==> config.mk <==
export PLATFORM = sky130hd
export DESIGN_NAME = ddr_rd_ctrl
export DESIGN_NICKNAME = d
export VERILOG_FILES = /design/src/rtl/ddr_rd_pkg.sv /design/src/rtl/ddr_rd_burst_calc.sv /design/src/rtl/ddr_rd_ctrl.sv
export SDC_FILE = /design/constraint.sdc
export NUM_CORES = 1
export LEC_CHECK = 0
export ABC_AREA = 1
export CORE_AREA = 3 3 232 234
export DETAILED_ROUTE_END_ITERATION = 8
export DIE_AREA = 0 0 235 237
export DONT_BUFFER_PORTS = 1
export GPL_ROUTABILITY_DRIVEN = 0
export RECOVER_POWER = 50
export SLEW_MARGIN = 20
export SYNTH_ARGS = -nofsm -noshare
export SYNTH_HDL_FRONTEND = slang
export SYNTH_SLANG_ARGS = --single-unit
==> constraint.sdc <==
create_clock -name ddr_clk -period 7.49 [get_ports ddr_clk]
set_clock_uncertainty 0.05 [all_clocks]
set_input_delay 1.498 -clock ddr_clk [delete_from_list [all_inputs] [get_ports ddr_clk]]
set_output_delay 1.498 -clock ddr_clk [all_outputs]
set_load 0.05 [all_outputs]
==> src/rtl/ddr_rd_pkg.sv <==
// ddr_rd_pkg: state encoding and bus geometry shared by the DDR line-read responder
package ddr_rd_pkg;
  typedef enum logic [1:0] {IDLE, AR, DATA, DONE} state_t;
  localparam int BEAT_ADDR_INC = 8;
  localparam int DDR_DATA_WIDTH = 256;
endpackage

==> src/rtl/ddr_rd_burst_calc.sv <==
// ddr_rd_burst_calc: clamps the remaining line length to one AXI burst (beats and arlen)
module ddr_rd_burst_calc #(
  parameter int LEN_WIDTH = 16,
  parameter int BURST_LEN = 16
) (
  input  logic [LEN_WIDTH-1:0] remaining,
  output logic [8:0]           beats,
  output logic [7:0]           arlen
);
  localparam logic [LEN_WIDTH-1:0] MAX = LEN_WIDTH'(BURST_LEN);
  always_comb begin
    beats = (remaining > MAX) ? 9'(BURST_LEN) : remaining[8:0];
    arlen = 8'(beats - 9'd1);
  end
endmodule

==> src/rtl/ddr_rd_ctrl.sv <==
// ddr_rd_ctrl: splits a line read into single-outstanding AXI4 bursts and forwards beats; DDR_RD_DROP_CNT_EN adds rd_drop_cnt
module ddr_rd_ctrl import ddr_rd_pkg::*; #(
  parameter int ADDR_WIDTH = 27,
  parameter int DQ_WIDTH   = DDR_DATA_WIDTH / 8,
  parameter int LEN_WIDTH  = 16,
  parameter int BURST_LEN  = 16
) (
  input  logic                  ddr_clk,
  input  logic                  ddr_rst,
`ifdef DDR_RD_DROP_CNT_EN
  output logic [15:0]           rd_drop_cnt,
`endif
  input  logic                  ddr_rreq,
  input  logic [ADDR_WIDTH-1:0] ddr_raddr,
  input  logic [LEN_WIDTH-1:0]  ddr_rd_len,
  output logic                  ddr_rrdy,
  output logic [8*DQ_WIDTH-1:0] ddr_rdata,
  output logic                  ddr_rdata_en,
  output logic                  ddr_rdone,
  output logic [ADDR_WIDTH-1:0] axi_araddr,
  output logic [7:0]            axi_arlen,
  output logic                  axi_arvalid,
  input  logic                  axi_arready,
  input  logic [8*DQ_WIDTH-1:0] axi_rdata,
  input  logic                  axi_rvalid,
  input  logic                  axi_rlast,
  output logic                  axi_rready
);
  state_t                st;
  logic [ADDR_WIDTH-1:0] addr;
  logic [LEN_WIDTH-1:0]  rem, calc_in;
  logic [7:0]            cnt, calc_len;
  logic [8:0]            beats;
  logic                  unused_rlast;
  assign unused_rlast = axi_rlast;
  assign calc_in = (st == IDLE) ? ddr_rd_len : rem;
  ddr_rd_burst_calc #(.LEN_WIDTH(LEN_WIDTH), .BURST_LEN(BURST_LEN)) u_calc (
    .remaining(calc_in),
    .beats(beats),
    .arlen(calc_len)
  );
  // beat count, not rlast, closes a burst
  always_ff @(posedge ddr_clk) begin
    if (ddr_rst) begin
      st           <= IDLE;
      ddr_rrdy     <= 1'b0;
      ddr_rdata    <= '0;
      ddr_rdata_en <= 1'b0;
      ddr_rdone    <= 1'b0;
      axi_araddr   <= '0;
      axi_arlen    <= '0;
      axi_arvalid  <= 1'b0;
      axi_rready   <= 1'b0;
      addr         <= '0;
      rem          <= '0;
      cnt          <= '0;
    end else begin
      ddr_rdata_en <= 1'b0;
      ddr_rdone    <= 1'b0;
      case (st)
        IDLE: if (ddr_rreq && ddr_rrdy) begin
          addr        <= ddr_raddr;
          rem         <= ddr_rd_len;
          ddr_rrdy    <= 1'b0;
          axi_araddr  <= ddr_raddr;
          axi_arlen   <= calc_len;
          axi_arvalid <= ddr_rd_len != '0;
          ddr_rdone   <= ddr_rd_len == '0;
          st          <= (ddr_rd_len == '0) ? DONE : AR;
        end else ddr_rrdy <= 1'b1;
        AR: if (axi_arready) begin
          axi_arvalid <= 1'b0;
          axi_rready  <= 1'b1;
          cnt         <= '0;
          rem         <= rem - LEN_WIDTH'(beats);
          addr        <= addr + ADDR_WIDTH'(beats * BEAT_ADDR_INC);
          st          <= DATA;
        end
        DATA: if (axi_rvalid) begin
          ddr_rdata    <= axi_rdata;
          ddr_rdata_en <= 1'b1;
          cnt          <= cnt + 8'd1;
          if (cnt == axi_arlen) begin
            axi_rready  <= 1'b0;
            axi_araddr  <= addr;
            axi_arlen   <= calc_len;
            axi_arvalid <= rem != '0;
            ddr_rdone   <= rem == '0;
            st          <= (rem == '0) ? DONE : AR;
          end
        end
        DONE: begin
          ddr_rrdy <= 1'b1;
          st       <= IDLE;
        end
        default: st <= IDLE;
      endcase
    end
  end
`ifdef DDR_RD_DROP_CNT_EN
  always_ff @(posedge ddr_clk) begin
    if (ddr_rst) rd_drop_cnt <= '0;
    else if (ddr_rreq && !ddr_rrdy && rd_drop_cnt != 16'hFFFF) rd_drop_cnt <= rd_drop_cnt + 16'd1;
  end
`endif
endmodule

; ---- Word level (Yosys, flattened, before mapping)
; Cells that the tools add are included.
[classes]
addsub = 4
bitwise = 1
mux = 41
order_cmp = 1
n_reduce_logical = 19
n_eq_ne = 8
[ops]
columns = cell, n
row1 = 27-bit two-way mux, 4
row2 = 27-bit case mux with 2 select lines, 2
row3 = 16-bit two-way mux, 3
row4 = 8-bit two-way mux, 5
row5 = 16-bit zero test, 2
row6 = 16-bit case mux with 2 select lines, 1
row7 = 8-bit case mux with 2 select lines, 2
row8 = 16-bit nonzero test, 2
row9 = 27-bit by 12-bit adder with 27-bit output, 1
row10 = 16-bit by 5-bit > comparator with 1-bit output (second input constant), 1
row11 = 16-bit by 9-bit subtractor with 16-bit output, 1
row12 = 1-bit two-way mux, 12
row13 = 2-bit two-way mux, 6
row14 = 4-bit AND reduction, 3
row15 = 9-bit two-way mux, 1
row16 = 8-bit by 1-bit adder with 8-bit output (second input constant), 1
row17 = 8-bit equality test, 1
row18 = 2-bit case mux with 4 select lines, 1
row19 = 2-bit nonzero test, 4
row20 = 8-bit by 1-bit subtractor with 8-bit output (second input constant), 1
row21 = 2-bit inequality test (second input constant), 3
row22 = 1-bit case mux with 2 select lines, 3
row23 = 3-bit AND reduction, 2
row24 = 5-bit AND reduction, 1
row25 = 10 further kinds, 11
[totals]
out_inout_bits = 296
elab_cells = 86
ff_bits = 349

; ---- Depth between registers and ports, before layout
; Gate-level depths: netlist (run 1).
[depth]
ltp_word = 8
depth_mapped = 28
mapped_depth_nobuf = 27

; ---- Cells and area by module
; From an unflattened synthesis (run 1), not the netlist that was laid out.
[hier_totals]
cells_unflattened = 2236
hier_area_um2 = 15429.8
[by_module_without_submodules]
columns = module, n_inst, area_per_inst_um2, cells_each
row1 = ddr_rd_ctrl, 1, 15170.8, 2180
row2 = ddr_rd_burst_calc, 1, 259.0, 56

; ---- Worst setup path after synthesis (run 1)
; No wires, ideal clock.
[synth_path]
path_type = input port to flip-flop
start = input port ddr_rd_len[15]
end = register rem[9]
t_arrival_ns = 3.886
stages = 25
t_required_ns = 7.308
slack_ns = 3.422
path_cell_list = inv_1 > nand2_1 > o21ai_0 > nand2_1 > nor2_4 > nand3_4 > inv_2 > a41oi_2 > nor2_1 > inv_1 > ha_1 > nand2_1 > nor2_1 > a211oi_1 > nor2_1 > o21ai_1 > nand2_1 > nand3_2 > nand2_2 > nand2_2 > nand2_1 > nand2_1 > nand3_1 > nand2_1 > a21oi_1
[synth_between]
elab_chain_cells = 6
[synth_lines]
columns = element, line
row1 = "start, declared", ddr_rd_ctrl.sv:15  ; input logic [LEN_WIDTH-1:0] ddr_rd_len,
row2 = 16-bit two-way mux, ddr_rd_ctrl.sv:36  ; assign calc_in = (st == IDLE) ? ddr_rd_len : rem;
row3 = 16-bit by 5-bit > comparator with 1-bit output, ddr_rd_burst_calc.sv:12  ; beats = (remaining > MAX) ? 9'(BURST_LEN) : remaining[8:0];
row4 = 9-bit two-way mux, ddr_rd_burst_calc.sv:12
row5 = 16-bit by 9-bit subtractor with 16-bit output, ddr_rd_ctrl.sv:75  ; rem <= rem - LEN_WIDTH'(beats);
row6 = 16-bit two-way mux, ddr_rd_ctrl.sv:71  ; AR: if (axi_arready) begin
row7 = 16-bit case mux with 2 select lines, ddr_rd_ctrl.sv:60  ; case (st)
row8 = "end signal, assigned", ddr_rd_ctrl.sv:63  ; rem <= ddr_rd_len;
row9 = "end signal, assigned", ddr_rd_ctrl.sv:75
row10 = "end, declared", ddr_rd_ctrl.sv:31  ; logic [LEN_WIDTH-1:0] rem, calc_in;
; No other way between the ends. The select of a mux whose other input is x is not followed.
; A chain may end at the register's enable or synchronous reset.

; ---- Worst setup path after layout (run 1)
[layout_path]
start = register st[0]
end = register ddr_rdata[55]
[layout_between]
elab_chain_cells = 2
[layout_lines]
columns = element, line
row1 = "start, declared", ddr_rd_ctrl.sv:29  ; state_t st;
row2 = "start signal, assigned", ddr_rd_ctrl.sv:69  ; st <= (ddr_rd_len == '0) ? DONE : AR;
row3 = "start signal, assigned", ddr_rd_ctrl.sv:89  ; st <= (rem == '0) ? DONE : AR;
row4 = 2-bit equality test, ddr_rd_ctrl.sv:60
row5 = 2-bit AND reduction (no line), n/a
row6 = "end signal, assigned", ddr_rd_ctrl.sv:80  ; ddr_rdata <= axi_rdata;
row7 = "end, declared", ddr_rd_ctrl.sv:17  ; output logic [8*DQ_WIDTH-1:0] ddr_rdata,
; No other way between the ends.

==> summary.md, run 1 <==
| Metric | Value |
|---|---|
| Hold Fails Final Rpt | 0 |
| Worst-Margin Slew | 2.976 ns |
| Dpl cells | 2,675 |
| Tmin final | 5.414 ns |
| Top delay family on crit path | buffers and inverters |
| Top cell type's share of synthesized area | 47.12% |
| Commonest non-fill, non-tap cell in the layout | nor2_1 |
| FF-to-FF Start | st[0] |
| Longest Clk Path Bufs | 3 |
| Pre-CTS setup slack | 2.795 ns |
| Global Route met1 Usage | 19.07% |
| Vias per cell | 4.886 |
| Hold Buf Count CTS | 0 |
| H-tree levels | 2 |
| DRC Markers | 0 |
| Placeable Area | 52,240 um^2 |
| Peak VDD IR | 0.0002206 V |
| R2r worst-path depth | 8 |
| Post-Syn Area | 14,830 um^2 |
| Grt met2 use | 26.02% |
| Row count | 84 |
| Die H | 237 um |
| Crit path arrival time | 5.84 ns |
| Run status | finished with violations |
| Slew margin rel. | -98.43% |
| Most frequent cells in the layout | nor2_1, dfxtp_1, o21ai_0 |
| 1st-pass router iterations | 5 |
| Dpl hpwl | 35,130 um |
| IO Count | 601 |
| Clock net sink count | 349 |
| EDFF count, synth | 0 |
| Number of stages on the worst setup path | 8 |
| Prevailing post-synth register cell | dfxtp_1 |
| Synth warnings | 0 |
| Ys async rst share | 0% |
| Clock insertion delay at the later pin of the skew report | 0.55 ns |
| Worst Path Required | 7.92 ns |
| Met3 usage | 6.930% |
| Fmax | 0.1847 GHz |
| Crit path largest cell delay | 1.70 ns |
| Vias post-DR | 13,440 |
| Final net count | 2,359 |
| Worst setup margin | 2.076 ns |
| Remaining antenna violation count | 0 |
| Port bufs | 0 |
| Crit-path cells | inv_1 > ha_1 > buf_4 > nand2_1 > inv_8 > buf_4 > nor2_1 > nor2_1 |
| Area after DPL | 15,330 um^2 |
| Post-CTS resize count | 0 |
| Largest net degree at the start of global routing | 125 |
| CP endpoint kind | flip-flop |
| First-pass GRT wire length | 72,550 um |
| Max Slew Vio Count | 348 |
| Vias in the first global route | 12,410 |
| CP max stage cell | nand2_1 |
| Drt wl/cell | 17.53 um |
| Final Setup Violations | 0 |
| Worst R2R End | ddr_rdata[55] |
| Synth area leader | dfxtp_1 |
| Critical-path maximum fanout | 104 |
| Seq/Total Area, Yosys | 47.12% |
| Worst setup path end | ddr_rdata[55] |
| Clock slew at reported path FFs | 0.06 ns |
| CTS tree | yes |
| Die width | 235 um |
| P per Cell Area | 443.4 nW/um^2 |
| Die area | 55,700 um^2 |
| Post-Route Setup TNS | 0 ns |
| Initial antenna violation count | 4 |
| Reg2Reg Setup Slack | 2.08 ns |
| Top cells by area, synth | dfxtp_1, nor2_1, o21ai_0 |
| Worst hold path type | flip-flop to flip-flop |
| RSZ-0062 raised after global routing | no |
| GRT Overall Usage | 16.18% |
| Leak pwr | 6.267 nW |
| Setup crit start | st[0] |
| Routed WL | 48,210 um |
| Initial Util | 28.39% |
| Synth cell types | 44 |
| Cts bufs inserted | 40 |
| Total power | 0.007385 W |
| Critical path type | flip-flop to flip-flop |
| Register bit total from synthesis | 349 |
| GR peak layer | met2 |
| Share of cells above drive strength 1 | 4.954% |
| Remaining Overflow, GRT | 0 |
| Design Area, Final | 16,660 um^2 |
| Worst path bufs/invs | 4 |
| Area added between synthesis and finish | 12.33% |
| Clock root buffer | clkbuf_16 |
| Setup Buffers After CTS | 0 |
| Fin cells | 2,750 |
| CP startpoint kind | flip-flop |
| Syn Area/Cell | 7.071 um^2 |
| Failing checks | capacitance limit, slew limit |
| Max Cap Viol | 4 |
| Crit share post-route | 72.28% |
| Initial DRC count | 864 |
| Syn Inst Count | 2,097 |
[state kept, by name (all words and copies together) (netlist names)]
| signal | cells |
|---|---|
| ddr_rrdy | 1 |
| ddr_rdata | 256 |
| axi_rready | 1 |
| st | 2 |
| ddr_rdata_en | 1 |
| ddr_rdone | 1 |
| addr | 27 |
| axi_araddr | 27 |
| axi_arlen | 8 |
| axi_arvalid | 1 |
| cnt | 8 |
| rem | 16 |
[kinds of logic (layout without fill, tap and decap cells)]
logic type | count (synthesis) | in the layout | synth area share [%]
XOR/XNOR | 14 | 14 | 0.8270
AO/OA/AOI/OAI | 489 | 489 | 16.96
flip-flops | 349 | 349 | 47.12
AND/OR/NAND/NOR | 973 | 973 | 26.51
other | 2 | 11 | 0.05065
buffers and inverters | 245 | 201 | 6.320
adder cells (fa/ha/maj) | 25 | 25 | 2.211
[layout make-up]
type / instances / area [um^2]
repair buffers: 10 / 67.56
clock buffers: 56 / 1132
clock inverters: 16 / 205.2
multi-input cells: 1509 / 6938
diodes: 3 / 7.507
well taps: 688 / 860.8
fillers: 5609 / 35580
inverters: 119 / 457.9
flip-flops and latches: 349 / 6987
[through the flow]
step	util (%)	hold WS, ns
after floorplan	-	0.3793
after global placement	29.34	0.3966
after detailed placement	29.34	0.4032
after CTS	31.90	0.4141
after global routing	31.89	0.4308
final	31.89	0.4109
[worst min path at each step]
stage | slack [ns] | end | cells after the start | from
2_1_floorplan | 0.38 | addr[1] | 2 | addr[1]
3_3_place_gp | 0.40 | addr[25] | 2 | addr[25]
3_5_place_dp | 0.40 | addr[0] | 2 | addr[0]
4_1_cts | 0.41 | addr[25] | 2 | addr[25]
5_1_grt | 0.43 | addr[26] | 2 | addr[26]
6_report | 0.41 | addr[26] | 2 | addr[26]
[worst min-delay path: cells and delay by family (launching register included)]
family | cells | cell delay (ns)
AO/OA/AOI/OAI | 1 | 0.06
flip-flops | 1 | 0.30
AND/OR/NAND/NOR | 1 | 0.06
[synth_stat cells, drive strengths merged, types with 5 or more instances]
library cell  count
a211oi            5
nand4            21
o211ai            6
or2               7
ha               23
nor3             16
xor2             12
buf              13
a21oi           111
inv             118
dfxtp           349
o21ai           351
a31oi            12
clkbuf          113
nor2            609
nand3            59
nor4              8
nand2           250
[metal layers]
layer	wire (um)	share of wire (%)
met1	19060	40
met4	1752	3.6
met3	5362	11
met2	22040	46
met5	0	0
[power by group]
| group | leakage [nW] | total, W | switching (W) | internal [W] |
|---|---|---|---|---|
| Combinational | 2.79 | 0.00192 | 0.00130 | 0.000627 |
| Clock | 0.643 | 0.00199 | 0.000795 | 0.00120 |
| Sequential | 2.83 | 0.00347 | 0.00124 | 0.00223 |
| Total | 6.27 | 0.00739 | 0.00333 | 0.00406 |
Power figures use the tool's default switching activity.
==> run 2, diff against run 1 <==
==> constraint.sdc (replaced) <==
create_clock -name ddr_clk -period 5.2 [get_ports ddr_clk]
set_clock_uncertainty 0.05 [all_clocks]
set_input_delay 1.04 -clock ddr_clk [delete_from_list [all_inputs] [get_ports ddr_clk]]
set_output_delay 1.04 -clock ddr_clk [all_outputs]
set_load 0.05 [all_outputs]
==> run 2 against run 1 <==
Compared with the run above: the flow still finishes with violations (capacitance limit, slew limit); combinational power is 45% higher; global-route usage hardly changed; sequential share of layout area hardly changed; non-clock buffer count is 2 higher; cell count is 0.11% lower; maximum frequency is 28% higher; largest power group unchanged; utilization hardly changed; critical path type unchanged; cell area hardly changed; critical path depth is 19 higher.
==> summary.md, run 2 (synthesized netlist as in run 1, its figures left out) <==
| Metric | Value |
|---|---|
| Largest Register | ddr_rdata |
| Top Registers | ddr_rdata x256, addr x27, axi_araddr x27 |
| Setup Buffers After CTS | 0 |
| Share of cells above drive strength 1 | 5.100% |
| Grt met2 use | 26.54% |
| Crit share post-route | 81.64% |
| Final net count | 2,360 |
| Net Sw Power | 0.004761 W |
| Row count | 84 |
| Most frequent cells in the layout | nor2_1, dfxtp_1, o21ai_0 |
| GRT Overall Usage | 16.14% |
| Post-layout util | 31.88% |
| Area added between synthesis and finish | 12.31% |
| P per Cell Area | 634.0 nW/um^2 |
| Placeable Area | 52,240 um^2 |
| Run status | finished with violations |
| Fillers | 5,578 |
| Clock slew at reported path FFs | 0.06 ns |
| RSZ-0062 raised after global routing | no |
| Max FFs per register | 256 |
| Die H | 237 um |
| Die area | 55,700 um^2 |
| Commonest non-fill, non-tap cell in the layout | nor2_1 |
| Hold Fails Final Rpt | 0 |
| 1st-pass router iterations | 5 |
| Vias per cell | 4.924 |
| Remaining antenna violation count | 0 |
| Area after DPL | 15,370 um^2 |
| Pre-CTS setup slack | 1.005 ns |
| Clock insertion delay at the later pin of the skew report | 0.54 ns |
| Port bufs | 0 |
| Slew margin rel. | -33.08% |
| Dpl hpwl | 35,260 um |
| Crit path arrival time | 4.61 ns |
| Remaining Overflow, GRT | 0 |
| Die width | 235 um |
| Peak VDD IR | 0.0002859 V |
| Longest Clk Path Bufs | 3 |
| Design Area, Final | 16,650 um^2 |
| Initial Util | 28.39% |
| Initial antenna violation count | 1 |
| Worst hold path type | flip-flop to flip-flop |
| CP startpoint kind | flip-flop |
| Drt wl/cell | 17.61 um |
| Clock net sink count | 349 |
| CP endpoint kind | flip-flop |
| Global Route met1 Usage | 19.73% |
| GR peak layer | met2 |
| Vias post-DR | 13,530 |
| Leak pwr | 6.289 nW |
| CTS tree | yes |
| Logic pwr share | 26.4% |
| Fmax | 0.2355 GHz |
| Vias in the first global route | 12,690 |
| Routed WL | 48,380 um |
| Worst-Margin Slew | 1.996 ns |
| Initial DRC count | 980 |
| Clock root buffer | clkbuf_16 |
| Largest net degree at the start of global routing | 150 |
| Switching Fraction | 45.10% |
| Max Cap Viol | 1 |
| Total power | 0.01056 W |
| DRC Markers | 0 |
| Tmin final | 4.245 ns |
| Total inserted antenna cells | 0 |
| Clock power share | 26.3% |
| Max Slew Vio Count | 110 |
| H-tree levels | 2 |
| Met3 usage | 5.963% |
| Worst Path Required | 5.57 ns |
| Post-CTS resize count | 0 |
| Worst setup margin | 0.9546 ns |
| Final Setup Violations | 0 |
| Critical path type | flip-flop to flip-flop |
| Part of the power in registers | 47.3% |
| Critical-path maximum fanout | 13 |
| IO Count | 601 |
| Post-Route Setup TNS | 0 ns |
| Cts bufs inserted | 39 |
| Failing checks | capacitance limit, slew limit |
| Internal power | 0.005796 W |
| Hold Buf Count CTS | 0 |
| First-pass GRT wire length | 72,620 um |
==> run 2: cell type report <==
| class | count | area [um^2] | area share, % |
|---|---|---|---|
| Sequential cell | 349 | 6987 | 41.95 |
| Multi-Input combinational cell | 1509 | 6940 | 41.68 |
| Clock buffer | 57 | 1146 | 6.882 |
| Tap cell | 688 | 860.8 | 5.169 |
| Inverter | 119 | 459.2 | 2.757 |
| Clock inverter | 13 | 145.1 | 0.8715 |
| Timing Repair Buffer | 12 | 115.1 | 0.6912 |
==> run 2: power groups by stage <==
stage                     clock network, W  logic (W)  registers [W]
final                              0.00278    0.00279        0.00499
after global routing               0.00298    0.00320        0.00506
after CTS                          0.00286    0.00277        0.00499
after detailed placement                 0    0.00277        0.00505
after global placement                   0    0.00270        0.00504
after floorplan                          0    0.00223        0.00484
==> run 2: per-stage QoR <==
step	hold slack, ns	std cells
floorplan	0.3793	2103
global placement	0.3957	2677
detailed placement	0.4022	2677
CTS	0.4119	2747
global route	0.4283	2747
finish	0.4097	2747
==> run 2: worst paths after layout <==
check	from	end	slack, ns	cells past startpoint
worst min-delay path	addr[25]	addr[25]	0.41	2
worst max-delay path	st[0]	rem[9]	0.95	27
worst max register to register	st[0]	rem[9]	0.95	27
worst min register to register	addr[25]	addr[25]	0.41	2
==> run 2: worst max-delay path: stages (launching register included) <==
cell and delay, ns:
dfxtp_1 0.34, inv_1 0.11, ha_1 0.48, buf_4 0.27, nand2_1 0.06, o21ai_1 0.07
nand2_1 0.10, nor2_4 0.18, nand3_4 0.15, inv_2 0.11, a41oi_2 0.06, nor2_1 0.30
inv_1 0.15, ha_1 0.29, nand2_1 0.06, nor2_1 0.04, a211oi_1 0.26, nor2_1 0.10
o21ai_1 0.19, nand2_1 0.11, nand3_2 0.11, nand2_2 0.08, nand2_2 0.11, nand2_1 0.07
nand2_1 0.06, nand3_1 0.06, nand2_1 0.09, a21oi_1 0.06
==> run 2: metal layers <==
| layer | part of all wire, % | vias to the layer above |
|---|---|---|
| li1 | - | 6651 |
| met1 | 41 | 6277 |
| met2 | 47 | 528 |
| met3 | 10 | 70 |
| met4 | 2.3 | 0 |
| met5 | 0 | - |
==> run 3, diff against run 2 <==
==> constraint.sdc (replaced) <==
create_clock -name ddr_clk -period 3.9 [get_ports ddr_clk]
set_clock_uncertainty 0.05 [all_clocks]
set_input_delay 0.78 -clock ddr_clk [delete_from_list [all_inputs] [get_ports ddr_clk]]
set_output_delay 0.78 -clock ddr_clk [all_outputs]
set_load 0.05 [all_outputs]
==> run 3 against run 2 <==
Compared with the run above: the run ends with capacitance limit left; die area did not move; clock power up 35%; non-clock buffer count is 38 higher; first-iteration DRC count decreased by 9.7%; routed wire length rose by 1.0%; sequential share of layout area down 0.88 points; critical endpoint is now addr[20]; clock-buffer cell count stayed put; sequential power rose by 32%; global-route usage up 0.17 points.
==> summary.md, run 3 (synthesized netlist as in run 1, its figures left out) <==
| Metric | Value |
|---|---|
| Share of cells above drive strength 1 | 6.915% |
| Area added between synthesis and finish | 14.72% |
| Routed WL | 48,870 um |
| Crit-path most repeated cell | nand2_1 |
| CP max stage cell | dfxtp_1 |
| First-pass GRT wire length | 72,970 um |
| Vias post-DR | 13,680 |
| Post-Route Setup TNS | 0 ns |
| Remaining Overflow, GRT | 0 |
| Worst path bufs/invs | 5 |
| Fmax | 0.2822 GHz |
| Die width | 235 um |
| Crit path arrival time | 3.95 ns |
| Largest Register | ddr_rdata |
| Die area | 55,700 um^2 |
| Die H | 237 um |
| Max Cap Viol | 1 |
| Critical path type | flip-flop to flip-flop |
| Initial Util | 28.39% |
| Hold Fails Final Rpt | 0 |
| 1st-pass router iterations | 5 |
| Clock net sink count | 349 |
| Longest Clk Path Bufs | 3 |
| Initial DRC count | 885 |
| Peak VDD IR | 0.0004130 V |
| Port bufs | 0 |
| Crit path largest cell delay | 0.32 ns |
| Failing checks | capacitance limit |
| CP endpoint kind | flip-flop |
| Pre-CTS setup slack | 0.1434 ns |
| H-tree levels | 2 |
| Clock insertion delay at the later pin of the skew report | 0.55 ns |
| Max Slew Vio Count | 0 |
| Clock root buffer | clkbuf_16 |
| Worst-Margin Slew | 1.490 ns |
| Fin Hold WS | 0.2512 ns |
| DRC Markers | 0 |
| CP startpoint kind | flip-flop |
| Clock slew at reported path FFs | 0.06 ns |
| Worst hold path type | input pin to flip-flop |
| IO Count | 601 |
| Final net count | 2,399 |
| Dpl hpwl | 36,060 um |
| P per Cell Area | 845.0 nW/um^2 |
| CTS tree | yes |
| Vias in the first global route | 12,590 |
| Placeable Area | 52,240 um^2 |
| Remaining antenna violation count | 0 |
| Worst Path Required | 4.30 ns |
| Vias per cell | 4.907 |
| Most frequent cells in the layout | nor2_1, dfxtp_1, o21ai_0 |
| Initial antenna violation count | 2 |
| RSZ-0062 raised after global routing | no |
| Leak pwr | 6.475 nW |
| Final Setup Violations | 0 |
| Row count | 84 |
| Drt wl/cell | 17.53 um |
| Largest net degree at the start of global routing | 200 |
| Top delay family on crit path | simple AND/OR/NAND/NOR gates |
| Crit share post-route | 90.87% |
| Run status | finished with violations |
| Commonest non-fill, non-tap cell in the layout | nor2_1 |
| Top Registers | ddr_rdata x256, addr x27, axi_araddr x27 |
| GRT Overall Usage | 16.32% |
| Cts bufs inserted | 40 |
| Hold Buf Count CTS | 0 |
| Tmin final | 3.544 ns |
| Critical-path maximum fanout | 7 |
| Max FFs per register | 256 |
| Worst setup margin | 0.3560 ns |
| Slew margin rel. | 0.6924% |
## run 3: routing by layer
layer / vias up / part of all wire [%] / global-route usage, %
li1: 6742 / - / -
met1: 6308 / 40 / 19.40
met2: 543 / 46 / 26.42
met3: 87 / 10 / 6.720
met4: 2 / 3.4 / 6.047
met5: - / 0.041 / 0
## run 3: path summary, 6_finish.rpt
| path | from | end | slack [ns] | cells past startpoint |
|---|---|---|---|---|
| max | st[0] | addr[20] | 0.36 | 28 |
| min | ddr_rst | addr[23] | 0.25 | 1 |
| max reg2reg | st[0] | addr[20] | 0.36 | 28 |
| min reg2reg | addr[1] | addr[1] | 0.41 | 2 |
## run 3: final cells by class
type	count	area, um^2
diodes	3	7.507
inverters	119	457.9
multi-input cells	1509	6997
flip-flops and latches	349	6987
clock buffers	57	1156
well taps	688	860.8
repair buffers	50	391.6
fillers	5592	35230
clock inverters	13	152.6
## run 3: report_power, final
| part | total, W | leakage [nW] | internal, W | switching [W] |
|---|---|---|---|---|
| registers | 0.00661 | 2.83 | 0.00428 | 0.00233 |
| logic | 0.00400 | 3.00 | 0.00138 | 0.00262 |
| clock network | 0.00376 | 0.641 | 0.00226 | 0.00150 |
## run 3: what timing repair did
item | 4_1_cts | 5_1_grt
resized for setup | 0 | 11
endpoints found under the setup margin | 0 | 17
buffers inserted | 0 | 2
## run 3: stage by stage
step | area [um^2] | util, % | total power, W | cells
finish | 17010 | 32.56 | 0.01437 | 2788
global route | 17010 | 32.55 | 0.01528 | 2786
CTS | 16970 | 32.49 | 0.01443 | 2783
detailed placement | 15660 | 29.98 | 0.01062 | 2713
global placement | 15660 | 29.98 | 0.01052 | 2713
floorplan | 14850 | - | 0.009423 | 2103
